==> src/rtl/spi_target_frontend_if.sv <==
// Pin and register-file bundle for the SPI target front end.
// slave = the front end itself, master = host pins plus register-file side.
interface spi_target_frontend_if;
   logic        spi_sclk_in;
   logic        spi_select_n_in;
   logic        spi_copi_in;
   logic        spi_cipo_out;
   logic [7:0]  op_code_out;
   logic        op_code_valid_out;
   logic [7:0]  operand_out;
   logic        operand_valid_out;
   logic [31:0] operand_count_out;
   logic [7:0]  response_in;
   logic        response_valid_in;

   modport slave (
      input  spi_sclk_in, spi_select_n_in, spi_copi_in, response_in, response_valid_in,
      output spi_cipo_out, op_code_out, op_code_valid_out, operand_out, operand_valid_out,
             operand_count_out
   );

   modport master (
      output spi_sclk_in, spi_select_n_in, spi_copi_in, response_in, response_valid_in,
      input  spi_cipo_out, op_code_out, op_code_valid_out, operand_out, operand_valid_out,
             operand_count_out
   );
endinterface

==> src/rtl/spi_target_frontend.sv <==
// SPI mode-0 target front end: oversampled SCK/CS/COPI, op-code/operand deserialiser,
// CIPO serialiser fed by the register-file response selected at each byte boundary.
module spi_target_frontend #(
   parameter int SYNC_STAGES = 2
) (
   input  logic                  clock_in,
   input  logic                  reset_in,
   spi_target_frontend_if.slave  bus
);
   typedef enum logic [1:0] {WAIT_IDLE, IDLE, OPCODE, OPERAND} state_e;

   logic [SYNC_STAGES-1:0] sclk_sync_q, cs_sync_q, copi_sync_q;
   logic                   sclk_prev_q, cs_prev_q;

   state_e      state_q, state_d;
   logic [2:0]  bit_cnt_q, bit_cnt_d;
   logic [7:0]  shift_q, shift_d;
   logic [7:0]  op_code_q, op_code_d;
   logic        op_valid_q, op_valid_d;
   logic [7:0]  operand_q, operand_d;
   logic        operand_valid_q, operand_valid_d;
   logic [31:0] count_q, count_d;
   logic [7:0]  cipo_sr_q, cipo_sr_d;
   logic        cipo_q, cipo_d;
   logic        boundary_q, boundary_d;

   logic sclk_s, cs_s, copi_s;
   logic sck_rise, sck_fall, cs_rise, cs_fall;
   logic [7:0] rx_byte, resp_sel;

   assign sclk_s   = sclk_sync_q[SYNC_STAGES-1];
   assign cs_s     = cs_sync_q[SYNC_STAGES-1];
   assign copi_s   = copi_sync_q[SYNC_STAGES-1];
   assign sck_rise = sclk_s & ~sclk_prev_q;
   assign sck_fall = ~sclk_s & sclk_prev_q;
   assign cs_rise  = cs_s & ~cs_prev_q;
   assign cs_fall  = ~cs_s & cs_prev_q;
   assign rx_byte  = {shift_q[6:0], copi_s};
   assign resp_sel = bus.response_valid_in ? bus.response_in : 8'h00;

   always_ff @(posedge clock_in) begin
      if (reset_in) begin
         sclk_sync_q     <= '0;
         cs_sync_q       <= '0;
         copi_sync_q     <= '0;
         sclk_prev_q     <= 1'b0;
         cs_prev_q       <= 1'b0;
         state_q         <= WAIT_IDLE;
         bit_cnt_q       <= '0;
         shift_q         <= '0;
         op_code_q       <= '0;
         op_valid_q      <= 1'b0;
         operand_q       <= '0;
         operand_valid_q <= 1'b0;
         count_q         <= '0;
         cipo_sr_q       <= '0;
         cipo_q          <= 1'b0;
         boundary_q      <= 1'b0;
      end else begin
         sclk_sync_q     <= {sclk_sync_q[SYNC_STAGES-2:0], bus.spi_sclk_in};
         cs_sync_q       <= {cs_sync_q[SYNC_STAGES-2:0], bus.spi_select_n_in};
         copi_sync_q     <= {copi_sync_q[SYNC_STAGES-2:0], bus.spi_copi_in};
         sclk_prev_q     <= sclk_s;
         cs_prev_q       <= cs_s;
         state_q         <= state_d;
         bit_cnt_q       <= bit_cnt_d;
         shift_q         <= shift_d;
         op_code_q       <= op_code_d;
         op_valid_q      <= op_valid_d;
         operand_q       <= operand_d;
         operand_valid_q <= operand_valid_d;
         count_q         <= count_d;
         cipo_sr_q       <= cipo_sr_d;
         cipo_q          <= cipo_d;
         boundary_q      <= boundary_d;
      end
   end

   always_comb begin
      state_d         = state_q;
      bit_cnt_d       = bit_cnt_q;
      shift_d         = shift_q;
      op_code_d       = op_code_q;
      op_valid_d      = op_valid_q;
      operand_d       = operand_q;
      operand_valid_d = operand_valid_q;
      count_d         = count_q;
      cipo_sr_d       = cipo_sr_q;
      cipo_d          = cipo_q;
      boundary_d      = boundary_q;

      case (state_q)
         // Only arm after seeing CS high, so a reset mid-transfer never joins it halfway.
         WAIT_IDLE: if (cs_s) state_d = IDLE;
         IDLE: begin
            if (cs_fall) begin
               state_d    = OPCODE;
               bit_cnt_d  = '0;
               shift_d    = '0;
               count_d    = '0;
               cipo_sr_d  = '0;
               cipo_d     = 1'b0;
               boundary_d = 1'b0;
            end
         end
         default: begin
            if (cs_rise) begin
               state_d         = IDLE;
               bit_cnt_d       = '0;
               shift_d         = '0;
               op_valid_d      = 1'b0;
               operand_valid_d = 1'b0;
               count_d         = '0;
               cipo_sr_d       = '0;
               cipo_d          = 1'b0;
               boundary_d      = 1'b0;
            end else if (sck_rise) begin
               shift_d   = rx_byte;
               bit_cnt_d = 3'(bit_cnt_q + 3'd1);
               if (state_q == OPERAND && bit_cnt_q == 3'd0) operand_valid_d = 1'b0;
               if (bit_cnt_q == 3'd7) begin
                  boundary_d = 1'b1;
                  if (state_q == OPCODE) begin
                     op_code_d  = rx_byte;
                     op_valid_d = 1'b1;
                     state_d    = OPERAND;
                  end else begin
                     operand_d       = rx_byte;
                     operand_valid_d = 1'b1;
                     if (count_q != '1) count_d = count_q + 32'd1;
                  end
               end
            end else if (sck_fall) begin
               // First fall after a byte completes loads the response for the next byte.
               if (boundary_q) begin
                  cipo_sr_d  = resp_sel;
                  cipo_d     = resp_sel[7];
                  boundary_d = 1'b0;
               end else begin
                  cipo_sr_d = {cipo_sr_q[6:0], 1'b0};
                  cipo_d    = cipo_sr_q[6];
               end
            end
         end
      endcase
   end

   assign bus.spi_cipo_out      = cipo_q;
   assign bus.op_code_out       = op_code_q;
   assign bus.op_code_valid_out = op_valid_q;
   assign bus.operand_out       = operand_q;
   assign bus.operand_valid_out = operand_valid_q;
   assign bus.operand_count_out = count_q;
endmodule

==> src/flat_wrapper.sv <==
// flat-port wrapper written by rule: the top's interface ports become plain ports
module spi_target_frontend_flat 
#(
   parameter int SYNC_STAGES = 2
)
  (clock_in, reset_in, bus_spi_sclk_in, bus_spi_select_n_in, bus_spi_copi_in, bus_response_in, bus_response_valid_in, bus_spi_cipo_out, bus_op_code_out, bus_op_code_valid_out, bus_operand_out, bus_operand_valid_out, bus_operand_count_out);
  spi_target_frontend_if bus_i ();
  input  logic clock_in;
  input  logic reset_in;
  input wire logic [$bits(bus_i.spi_sclk_in)-1:0] bus_spi_sclk_in;
  input wire logic [$bits(bus_i.spi_select_n_in)-1:0] bus_spi_select_n_in;
  input wire logic [$bits(bus_i.spi_copi_in)-1:0] bus_spi_copi_in;
  input wire logic [$bits(bus_i.response_in)-1:0] bus_response_in;
  input wire logic [$bits(bus_i.response_valid_in)-1:0] bus_response_valid_in;
  output wire logic [$bits(bus_i.spi_cipo_out)-1:0] bus_spi_cipo_out;
  output wire logic [$bits(bus_i.op_code_out)-1:0] bus_op_code_out;
  output wire logic [$bits(bus_i.op_code_valid_out)-1:0] bus_op_code_valid_out;
  output wire logic [$bits(bus_i.operand_out)-1:0] bus_operand_out;
  output wire logic [$bits(bus_i.operand_valid_out)-1:0] bus_operand_valid_out;
  output wire logic [$bits(bus_i.operand_count_out)-1:0] bus_operand_count_out;
  assign bus_i.spi_sclk_in = bus_spi_sclk_in;
  assign bus_i.spi_select_n_in = bus_spi_select_n_in;
  assign bus_i.spi_copi_in = bus_spi_copi_in;
  assign bus_i.response_in = bus_response_in;
  assign bus_i.response_valid_in = bus_response_valid_in;
  assign bus_spi_cipo_out = bus_i.spi_cipo_out;
  assign bus_op_code_out = bus_i.op_code_out;
  assign bus_op_code_valid_out = bus_i.op_code_valid_out;
  assign bus_operand_out = bus_i.operand_out;
  assign bus_operand_valid_out = bus_i.operand_valid_out;
  assign bus_operand_count_out = bus_i.operand_count_out;
  spi_target_frontend #(.SYNC_STAGES(SYNC_STAGES)) u_core (.clock_in(clock_in), .reset_in(reset_in), .bus(bus_i));
endmodule
==> config.mk <==
export PLATFORM = sky130hd
export DESIGN_NAME = spi_target_frontend_flat
export DESIGN_NICKNAME = d
export VERILOG_FILES = /design/src/rtl/spi_target_frontend_if.sv /design/src/rtl/spi_target_frontend.sv /design/src/flat_wrapper.sv
export SDC_FILE = /design/constraint.sdc
export NUM_CORES = 1
export LEC_CHECK = 0
export BUFFER_PORTS_ARGS = -buffer_cell sky130_fd_sc_hd__clkbuf_2
export CORE_MARGIN = 2
export CORE_UTILIZATION = 61
export DETAILED_ROUTE_END_ITERATION = 10
export PLACE_DENSITY_LB_ADDON = 0.3
export SLEW_MARGIN = 25
export SYNTH_ARGS = -nofsm -noshare
export SYNTH_HDL_FRONTEND = slang
export SYNTH_SLANG_ARGS = --single-unit
==> constraint.sdc <==
create_clock -name clock_in -period 6 [get_ports clock_in]
set_input_delay 1.2 -clock clock_in [delete_from_list [all_inputs] [get_ports clock_in]]
set_output_delay 1.2 -clock clock_in [all_outputs]
set_load 0.02 [all_outputs]
==> results of run 1 <==
## synthesized netlist by cell type, drive strengths merged (11+ instances only)
| library cell | instances | area share |
|---|---|---|
| a21oi | 53 | 0.068 |
| clkbuf | 14 | 0.013 |
| nand3 | 25 | 0.033 |
| nand2 | 57 | 0.055 |
| a31oi | 13 | 0.021 |
| inv | 14 | 0.013 |
| or4 | 11 | 0.021 |
| nand4 | 12 | 0.023 |
| nor2 | 26 | 0.025 |
| or3 | 13 | 0.021 |
| buf | 22 | 0.033 |
| nor2b | 15 | 0.024 |
| mux2i | 11 | 0.028 |
| dfxtp | 79 | 0.40 |
## through the flow
step                      worst slack (ns)  hold slack (ns)
after detailed placement              2.91            0.432
after CTS                             2.89            0.453
after global routing                  2.92            0.463
after global placement                2.96            0.419
final                                 3.12            0.453
after floorplan                       3.76            0.414
## cells by family after synthesis
kind of cell | after synthesis | share of synthesized area
adder cells (fa/ha/maj) | 6 | 0.0192
AO/OA/AOI/OAI | 118 | 0.195
flip-flops | 79 | 0.404
multiplexers | 11 | 0.0281
buffers and inverters | 50 | 0.0597
AND/OR/NAND/NOR | 206 | 0.295
## report_power, final
group / internal (mW) / switching (mW)
Combinational: 0.00907 / 0.0225
Sequential: 0.526 / 0.00217
Clock: 0.158 / 0.223
## flip-flops by register name (all words and copies together), names as in the netlist
register,count
u_core.bus.operand_valid_out,1
u_core.bus.op_code_out,8
u_core.bus.operand_out,8
u_core.bus.spi_cipo_out,1
u_core.cs_sync_q,2
u_core.cs_prev_q,1
u_core.cipo_sr_q,7
u_core.boundary_q,1
u_core.shift_q,7
u_core.state_q,2
u_core.copi_sync_q,2
u_core.sclk_sync_q,2
u_core.sclk_prev_q,1
u_core.bit_cnt_q,3
u_core.bus.op_code_valid_out,1
u_core.bus.operand_count_out,32
## worst max-delay path by stage
stage                                                            start                                       endpoint  slack [ns]  cells after the start
after floorplan                                               reset_in         u_core.bus.op_code_out[0]$_SDFFE_PP0P_        3.76                      4
after global placement                                        reset_in   u_core.bus.operand_count_out[5]$_SDFFE_PP0P_        2.96                      5
final                     u_core.bus.operand_count_out[0]$_SDFFE_PP0P_  u_core.bus.operand_count_out[27]$_SDFFE_PP0P_        3.12                      7
after detailed placement                                      reset_in  u_core.bus.operand_count_out[22]$_SDFFE_PP0P_        2.91                      5
after CTS                               u_core.state_q[1]$_SDFFE_PP0P_   u_core.bus.operand_count_out[7]$_SDFFE_PP0P_        2.89                      5
after global routing      u_core.bus.operand_count_out[0]$_SDFFE_PP0P_  u_core.bus.operand_count_out[23]$_SDFFE_PP0P_        2.92                      7
## worst register-to-register path: stages, from the launching register on
cell and delay (ns):
dfxtp_1 0.42, ha_1 0.24, and3_1 0.35, nand4_4 0.18, nor4_4 0.80, buf_4 0.39, nor2_1 0.15, a32o_1 0.25
## layer usage
metal,track usage,vias to the layer above,share of wire
li1,-,1828,-
met1,0.354,1789,0.45
met2,0.437,125,0.48
met3,0.0501,13,0.057
met4,0.0938,0,0.012
met5,0,-,0
## final cells by class
cell class	count	area, sq um	area share
clock inverters	7	61.3	0.0140
multi-input cells	341	2120	0.483
well taps	77	96.3	0.0220
clock buffers	9	124	0.0282
repair buffers	68	350	0.0799
inverters	14	52.6	0.0120
flip-flops and latches	79	1580	0.361
==> run summary, run 1 <==
Leaving out fill and tap cells, the most frequent cell in the layout is dfxtp_1. The overall power of the completed layout came out at 0.942 mW. The first-pass iteration count of the detailed router is 5. The number of placement rows is 29. The number of clock sinks is 79. The total negative slack came out at 0 ns. The number of standard cells in the layout, taps in and fillers out came out at 595.

The proportion of layout cells with a drive suffix above 1 came out at 0.193. For this run the aggregate overflow at the end of global routing stands at 0. The largest fanout of any net on the critical path came out at 22. Clock latency on the worst-skew pair, taken at its later pin, is 0.36 ns. Of the synthesized area, sequential elements account for 0.404.

The post-route antenna net violation count is 0. Of all flip-flops after synthesis, the portion carrying an async set or reset was 0. The max-slew violation total from the final report came out at 0. At the worst endpoint, the required time is 6.25 ns. Counting both buffers and inverters, the worst setup path holds a total of 1. In this run the worst hold path is classified as reg -> reg. The synthesized netlist cell count came out at 470. The post-placement cell area is 4190 sq um.

The minimum clock period is 2.88 ns. In this run the tightest slew margin relative to its limit is 0.419. The area of the mapped netlist is 3920 sq um.

The number of enable flip-flop cells after synthesis is 0. The class of the most critical setup path is reg -> reg. The cell count of the worst hold path is 1. 65 I/O pins were placed. Dividing total power by cell area gives a power density of 215 nW/um^2. The post-synthesis average cell area came out at 8.34 sq um.

The slowest stage of the critical path is the nor4_4 cell. The number of diodes added for antenna fixing is 0. The total instance count after detailed placement came out at 578. The number of setup buffers added after CTS is 0.

The cell sitting at the root of the clock tree is a clkbuf_8. The net count of the finished layout is 533. The core utilization of the finished layout came out at 0.699.

The starting density of the core is 0.624. The die area came out at 7080 sq um. The post-DP HPWL came out at 6.43 mm. The total DRC errors in the routed layout came out at 0. The number of hold buffers added after CTS is 0. The width of the chip is 84.2 um. The fill cell total of the finished layout came out at 516. Setup slack on the worst reg-to-reg path comes out at 3.12 ns.

STA classifies the critical path startpoint as a register. The delay of the slowest cell on the worst path came out at 0.80 ns. The final wirelength came out at 9.49 mm. The area growth from synthesis to layout came out at 11.9%. The clock-pin slew reported for the worst setup and hold paths after clock tree synthesis is 0.09 ns. The net count after synthesis came out at 490.

The initial antenna violation count came out at 0. The first global-routing pass estimated 15.7 mm of wire. The transition at the pin with the smallest max-transition slack came out at 0.865 ns. For hold timing, the worst endpoint is u_core.sclk_sync_q[1]$_SDFF_PP0_.

The number of maximum-capacitance constraint violations is 0. The number of storage elements in the synthesis netlist is 79. The number of port buffers came out at 64. Across every metal layer, demand over resource in global routing totals 0.267. The number of DRC violations after detailed-routing iteration 0 is 295.

The number of synthesis warnings is 0. The data arrival time of the worst path is 3.13 ns. The total number of H-tree levels came out at 3. Gates resized during post-CTS repair numbered 0. In this run the most critical hold path is launched from u_core.sclk_sync_q[0]$_SDFF_PP0_.

The die boundary height came out at 84.2 um. Buffers inserted during clock tree synthesis total 9. The ratio of routed vias to standard cells is 6.31. In this run the standard cell core region covers 6280 sq um.

The worst register-to-register path ends at u_core.bus.operand_count_out[27]$_SDFFE_PP0P_. The via count of the first global-routing pass is 3405. The cell area after layout is 4390 sq um. The overall via count from detail_route is 3755. Entering global routing, the biggest net connects 42 pins. The top cell types in the final layout, fill and taps aside, are dfxtp_1, clkbuf_2, nand2_1, a21oi_1, nor2_1. In the finished design, the share of the clock period the worst path needs comes to 0.481. The deepest clock path buffer count is 2.

The CTS tree is yes. Setup repair after global routing left no endpoint under its margin. The hold violation total from the final report came out at 0.

The final setup skew came out at 0.00969 ns. The worst vdd rail ir drop is 144 uV. The count of different cell masters after synthesis came out at 54. The endpoint kind of the worst setup timing path is a register. Setup violations remaining at the end of the flow were counted as 0.

The flow ran to the end, and the final reports show no timing, DRC or antenna violations. The final weighted congestion in routability-driven placement came out at 0.885. The number of cells traversed by the worst register-to-register path is 7. The critical path goes through ha_1, and3_1, nand4_4, nor4_4, buf_4, nor2_1, a32o_1.

The most used flip-flop cell after synthesis is dfxtp_1. After detailed routing, the average wire length per cell comes to 15.9 um. On the critical path the largest part of the delay comes from simple AND/OR/NAND/NOR gates. The startpoint identified for the worst register-to-register timing path is u_core.bus.operand_count_out[0]$_SDFFE_PP0P_. The analysis attributes to cell leakage a power of 1.55 nW.

Timing would allow up to 0.347 GHz.
No activity file was read; power rests on OpenSTA's default activity.
==> inputs of run 2 (changes only) <==
Settings changed: ABC_AREA set to 1, CORE_UTILIZATION 61 to 57.
Clock period 6 ns to 2.66 ns, I/O delays scaled along.
==> run 2 against run 1 <==
  * Count of clock-buffer cells in the layout did not move
  * Routed wire length increased by 5.5%
  * Via count is 11% higher
  * Critical path depth increased by 4
  * Hold slack lost 0.096 ns
  * Non-clock buffer count increased by 3
  * Final cell count increased by 33%
  * Core utilization decreased by 1.7 points
  * Sequential cell count unchanged
  * First-iteration DRC count up 12%
  * Worst setup slack lost 2.6 ns
  * Clock power is 140% higher
  * Critical endpoint unchanged
  * Highest routed layer unchanged
==> run summary, run 2 <==
The post-synthesis average cell area is 6.48 sq um. The number of synthesis warnings came out at 0. The total DRC errors in the routed layout came out at 0. The largest fanout of any net on the critical path came out at 17.

The number of nets in the finished design came out at 712. For this run, the share of the core covered by cells in the final layout is 0.682. The data arrival time of the worst path is 2.44 ns.

Setup repair after global routing left no endpoint under its margin. The most used flip-flop cell after synthesis is dfxtp_1. The die area is 7800 sq um. The post-DP HPWL is 7.26 mm. The final wirelength is 10.0 mm.

After routing the design area is 4660 sq um. The register with the most flip-flops in the layout has 32 of them. The final setup skew came out at 0.0145 ns.

The initial antenna violation count is 0. After synthesis the cells add up to 4050 sq um. In this run, synthesis inferred 0 flip-flops with an integrated enable. The wire length of the first global-routing pass is 16.8 mm. Leaving out fill and tap cells, the most frequent cells in the layout are nand2_1, nor2_1, dfxtp_1, inv_1, clkbuf_2. The worst max-slew margin expressed relative to the limit came out at 0.695. The number of DRC violations after detailed-routing iteration 0 came out at 329. By count the netlist is led by nand2_1, nor2_1, dfxtp_1. The number of port buffers is 64.

The deepest clock path buffer count came out at 2. The first-pass iteration count of the detailed router is 6. The worst vdd rail ir drop came out at 538 uV. The floorplan has 30 rows. The part of the cycle the worst path needs is 0.805.

In this run the cell area measured after placement is 4460 sq um. The run finished with clean final reports. The total number of H-tree levels came out at 3. STA classifies the critical path startpoint as a register. The worst path in the final design needs a cycle of 2.14 ns, including I/O delays and setup.

The leakage power summed over all cells came out at 2.08 nW. Post-CTS timing repair inserted 0 buffers for setup. The setup path with the least slack is of type reg -> reg. The most common cell after layout, fill and taps aside is nand2_1. The pin count of the biggest net entering global routing came out at 20. The wire length per cell came out at 12.6 um.

Yosys attributes the largest share of cell area to dfxtp_1, nand2_1, nor2_1. The max-slew violation total from the final report was 0. nand2_1 is the most common cell in the netlist. The count of different cell masters after synthesis is 33. The total of endpoints with negative setup slack in the final report is 0. The number of buffers inserted during clock tree synthesis came out at 9.

The number of maximum-capacitance constraint violations is 0. The clock-pin slew reported for the worst setup and hold paths after clock tree synthesis came out at 0.09 ns. The area growth from synthesis to layout came out at 15.0%. The via count of the first global-routing pass came out at 3831.

STA classifies the critical path endpoint as a register. The number of hold buffers added after CTS came out at 0. The final weighted congestion in routability-driven placement is 0.913. The proportion of synthesized flip-flops having asynchronous set or reset is 0. The detailed router placed 4162 vias in this run. The post-route antenna net violation count is 0. The leftover overflow at the end of global routing is 0. The final worst setup slack came out at 0.519 ns. The sequential fraction of the synthesis area is 0.390. The clock net in this run drives a total of 79 sinks. After floorplanning, the core was sized to cover 6830 sq um. The placement-stage worst setup slack came out at 0.553 ns.

The starting density of the core came out at 0.593. For the worst setup path, the data required time is 2.96 ns. Post-CTS repair changed the size of 0 cells. The width of the chip came out at 88.3 um. The ratio of routed vias to standard cells came out at 5.25. The tightest min-delay check is of the in -> reg type. The die is 88.3 um tall.

At the later pin of the worst-skew pair, clock insertion delay measures 0.37 ns. The total negative slack came out at 0 ns. Of the cells placed in the final design, the portion with a size suffix greater than 1 is 0.165. The power per standard cell area is 582 nW/um^2. Synthesis produced a netlist with a net count of 645. The transition at the pin with the smallest max-transition slack came out at 0.453 ns. Counting flops and latches in the post-synthesis netlist gives 79. Derived from the worst setup path, the maximum achievable clock frequency is 0.467 GHz. TritonCTS built the clock tree. The tree is rooted in a clkbuf_8. The largest total area in the synthesized netlist belongs to dfxtp_1. In the global route stage, overall resource usage came out at 0.270. The hold violation total from the final report came out at 0. Synthesis handed over a netlist of 625 instances. The number of ports placed on the die boundary came out at 65. Of the post-synthesis cell area, the dominant cell type holds 0.390.

The number of antenna diodes in the final layout is 0.
run 2: cell count changes in the layout (fill, tap and decap cells not counted), moves of 15 or more:
| cell | change |
|---|---|
| a21oi_1 | -23 |
| nor2_1 | +88 |
| nor2b_1 | -15 |
| nand3_1 | +35 |
| nand2_1 | +99 |
| inv_1 | +56 |
run 2: cell families after synthesis:
group / count (synthesis) / share of synthesized area
fa+ha+maj: 6 / 0.0185
flops: 79 / 0.390
buf+inv: 99 / 0.0998
xor+xnor: 4 / 0.00865
compound gates: 66 / 0.0862
simple gates: 371 / 0.397
run 2: critical path, cell delays in order (launching register included):
cell and delay [ns]:
dfxtp_1 0.40, ha_1 0.18, nand2_1 0.08, nor2_2 0.24
nand2_2 0.12, nor2_4 0.20, nand3_4 0.20, nand2_2 0.28
nand2_1 0.12, inv_2 0.11, nand2_1 0.06, o21ai_1 0.07
run 2: cell type report:
| class | count | area (sq um) |
|---|---|---|
| Sequential cell | 79 | 1580 |
| Tap cell | 96 | 120 |
| Multi-Input combinational cell | 447 | 2070 |
| Clock buffer | 9 | 124 |
| Timing Repair Buffer | 71 | 373 |
| Inverter | 84 | 315 |
| Clock inverter | 7 | 80.1 |
| Fill cell | 616 | 2170 |
run 2: metal layers:
metal  up-vias  part of all wire  global-route usage
li1       2105                 -                   -
met1      1886              0.42               0.329
met2       149              0.50               0.476
met3        22             0.058              0.0410
met4         0             0.015               0.112
met5         -                 0                   0
run 2: path summary, 6_finish.rpt:
| kind | start | endpoint | slack (ns) | depth (start not counted) |
|---|---|---|---|---|
| max reg2reg | u_core.bus.operand_count_out[0]$_SDFFE_PP0P_ | u_core.bus.operand_count_out[27]$_SDFFE_PP0P_ | 0.52 | 11 |
| min reg2reg | u_core.cs_sync_q[0]$_SDFF_PP0_ | u_core.cs_sync_q[1]$_SDFF_PP0_ | 0.40 | 2 |
| min | bus_spi_sclk_in | u_core.sclk_sync_q[0]$_SDFF_PP0_ | 0.36 | 3 |
| max | u_core.bus.operand_count_out[0]$_SDFFE_PP0P_ | u_core.bus.operand_count_out[27]$_SDFFE_PP0P_ | 0.52 | 11 |
run 2: power by group:
part	leakage, nW	internal (mW)	total [mW]	switching, mW
combinational	1.34	0.141	0.486	0.345
sequential	0.639	1.24	1.29	0.0505
clock	0.0964	0.443	0.933	0.490
run 2: stage by stage:
stage / hold WS (ns) / cells / power (mW)
2_1_floorplan: 0.388 / 625 / 1.69
6_report: 0.356 / 793 / 2.71
3_5_place_dp: 0.396 / 777 / 1.79
4_1_cts: 0.352 / 793 / 2.71
5_1_grt: 0.356 / 793 / 2.84
3_3_place_gp: 0.391 / 777 / 1.77
==> inputs of run 3 (changes only) <==
Settings changed: ABC_AREA 1 to 0, CORE_UTILIZATION 57 to 56.
Clock period 2.66 ns to 2.25 ns, I/O delays scaled along.
==> run 3 against run 2 <==
  * Non-clock buffer count up 23
  * Maximum frequency up 0.64%
  * Worst setup slack worse by 0.40 ns
  * Register-to-register slack worse by 0.40 ns
  * Global-route usage up 0.089 points
  * Largest power group unchanged
  * Total power down 2.9%
  * Sequential cell count unchanged
  * Clock power up 21%
  * Clock skew down 0.0038 ns
==> run summary, run 3 (same netlist as run 1, synthesis figures left out) <==
The switching power of the nets came out at 0.662 mW. Summed over all layers, the global routing overflow is 0. The clock arrives with 0.0108 ns of skew. The post-DP HPWL is 7.14 mm. After clock tree synthesis, the setup repair step added 0 buffers. Buffers inserted during clock tree synthesis total 9. The cell area after layout is 4630 sq um. The required time of the worst setup path came out at 2.53 ns. TritonCTS built the clock tree. The part of the cycle the worst path needs came out at 0.945.

Dividing the detail-routed wire length by the instance count gives 15.8 um. In the layout the commonest cells are dfxtp_1, clkbuf_2, nand2_1, a21oi_1, buf_4. The deepest clock path buffer count came out at 2.

The total of endpoints with negative setup slack in the final report came out at 0. The ratio of routed vias to standard cells came out at 6.10. The relative contribution of sequential cells to total power is 0.535. The number of hold buffers added after CTS is 0. The hold violation total from the final report is 0. Setup repair after global routing could not meet its margin everywhere.

Data arrives at the worst endpoint at 2.41 ns. Of the total power, the clock network draws 0.428. Compared with the post-synthesis result, the final layout area differs by 18.3%. The floorplan step defined a die boundary enclosing 7680 sq um. In this run, placement finished with an instance count of 624.

The fmax came out at 0.470 GHz. The die is 87.7 um tall. The number of standard cells in the layout, taps in and fillers out is 640.

The power per standard cell area came out at 568 nW/um^2. The net switching fraction of the power is 0.252. The worst setup path is captured at a register. The placeable core region came out at 6790 sq um. In this run the cell area measured after placement is 4410 sq um.

The total of cells resized after clock tree synthesis is 0. The final wirelength came out at 10.1 mm. The H-tree was split into 3 levels. The proportion of layout cells with a drive suffix above 1 is 0.235. The total DRC errors in the routed layout is 0. The run finished with clean final reports. The via count of the first global-routing pass came out at 3551. The width of the chip came out at 87.7 um.

The clock network latency to the later pin of the worst-skew pair is 0.37 ns. Entering global routing, the biggest net connects 35 pins. The total negative slack is 0 ns. The hold slack is 0.294 ns. The number of maximum-capacitance constraint violations is 0. The flip-flop count of the largest register, all copies and words added is 32. The number of clock sinks is 79. The clock-pin slew reported for the worst setup and hold paths after clock tree synthesis is 0.09 ns. Of the total power, combinational logic draws 0.037. The worst max-slew margin expressed relative to the limit came out at 0.643.

The number of DRC violations after detailed-routing iteration 0 is 447. The wire length of the first global-routing pass is 16.5 mm. The number of nets in the finished design came out at 559. The number of ports placed on the die boundary came out at 65. The worst hold path passes through 2 cells. The transition at the pin with the smallest max-transition slack is 0.534 ns. The number of diodes added for antenna fixing came out at 0. The number of cells traversed by the worst register-to-register path is 7.

The cell sitting at the root of the clock tree is a clkbuf_8. During placement, the flow inserted port buffers numbering 64. The total track usage is 0.271. The first-pass iteration count of the detailed router is 5. The core utilization of the finished layout is 0.682. The max-slew violation total from the final report is 0. The minimum clock period is 2.13 ns.

The floorplan has 30 rows. The worst vdd rail ir drop is 487 uV. The initial antenna violation count is 0. The initial utilization of the core area, before any placement, comes to 0.577. The internal portion of the total power is 1.97 mW. STA classifies the critical path startpoint as a register. The overall via count from detail_route came out at 3907. The critical path in this run is classified as reg -> reg. The type of the worst min-delay path is in -> reg. The final weighted congestion in routability-driven placement came out at 0.901. The post-route antenna net violation count came out at 0.

The library cell used most frequently in the layout, excluding fill and tap cells, is dfxtp_1. The leakage power summed over all cells came out at 1.70 nW. Along the worst path, the maximum fanout reaches 6.
[run 3: changes by cell type in the layout (fill, tap and decap cells not counted), sizes merged, moves of 15 or more]
| cell | previous run | this run |
|---|---|---|
| a21oi | 28 | 53 |
| buf | 7 | 30 |
| inv | 81 | 18 |
| nand2 | 162 | 57 |
| nand3 | 60 | 25 |
| nor2 | 124 | 26 |
| nor2b | 0 | 15 |
| o21ai | 29 | 10 |
[run 3: power groups by stage]
stage          combinational, mW  sequential [mW]  clock (mW)
3_5_place_dp              0.0941             1.44           0
4_1_cts                   0.0941             1.41        1.15
2_1_floorplan             0.0597             1.44           0
3_3_place_gp              0.0925             1.44           0
6_report                  0.0962             1.41        1.13
5_1_grt                    0.105             1.41        1.20
[run 3: critical path, stage by stage (launching register included)]
cell	delay (ns)
dfxtp_1	0.36
ha_1	0.22
and3_1	0.24
buf_4	0.16
and4_2	0.31
nand3_2	0.13
or3_1	0.34
a221oi_2	0.27
[run 3: area by class of cell]
type	count	area (sq um)
tap	96	120
inverter	14	52.6
sequential	79	1580
clock buffer	9	124
clock inverter	7	85.1
multi-input combinational	341	2120
fill	569	2160
timing repair buffer	94	549
[run 3: through the flow]
step	worst slack (ns)	power [mW]
detailed placement	0.129	1.54
floorplan	0.0974	1.50
finish	0.123	2.63
global placement	0.185	1.53
CTS	0.0935	2.65
global route	-0.0149	2.71
[run 3: path summary, 6_finish.rpt]
check | from | endpoint | slack, ns
max | u_core.bus.operand_count_out[0]$_SDFFE_PP0P_ | u_core.bus.operand_count_out[24]$_SDFFE_PP0P_ | 0.12
min reg2reg | u_core.cipo_sr_q[1]$_SDFFE_PP0P_ | u_core.cipo_sr_q[1]$_SDFFE_PP0P_ | 0.45
max reg2reg | u_core.bus.operand_count_out[0]$_SDFFE_PP0P_ | u_core.bus.operand_count_out[24]$_SDFFE_PP0P_ | 0.12
min | bus_spi_select_n_in | u_core.cs_sync_q[0]$_SDFF_PP0_ | 0.29
[run 3: routing by layer]
metal	part of all wire	wire length [um]	up-vias	track usage
met5	0	0	-	0
met4	0.020	198	0	0.119
met3	0.062	630	17	0.0396
met2	0.48	4920	143	0.454
met1	0.43	4390	1864	0.348
li1	-	-	1883	-
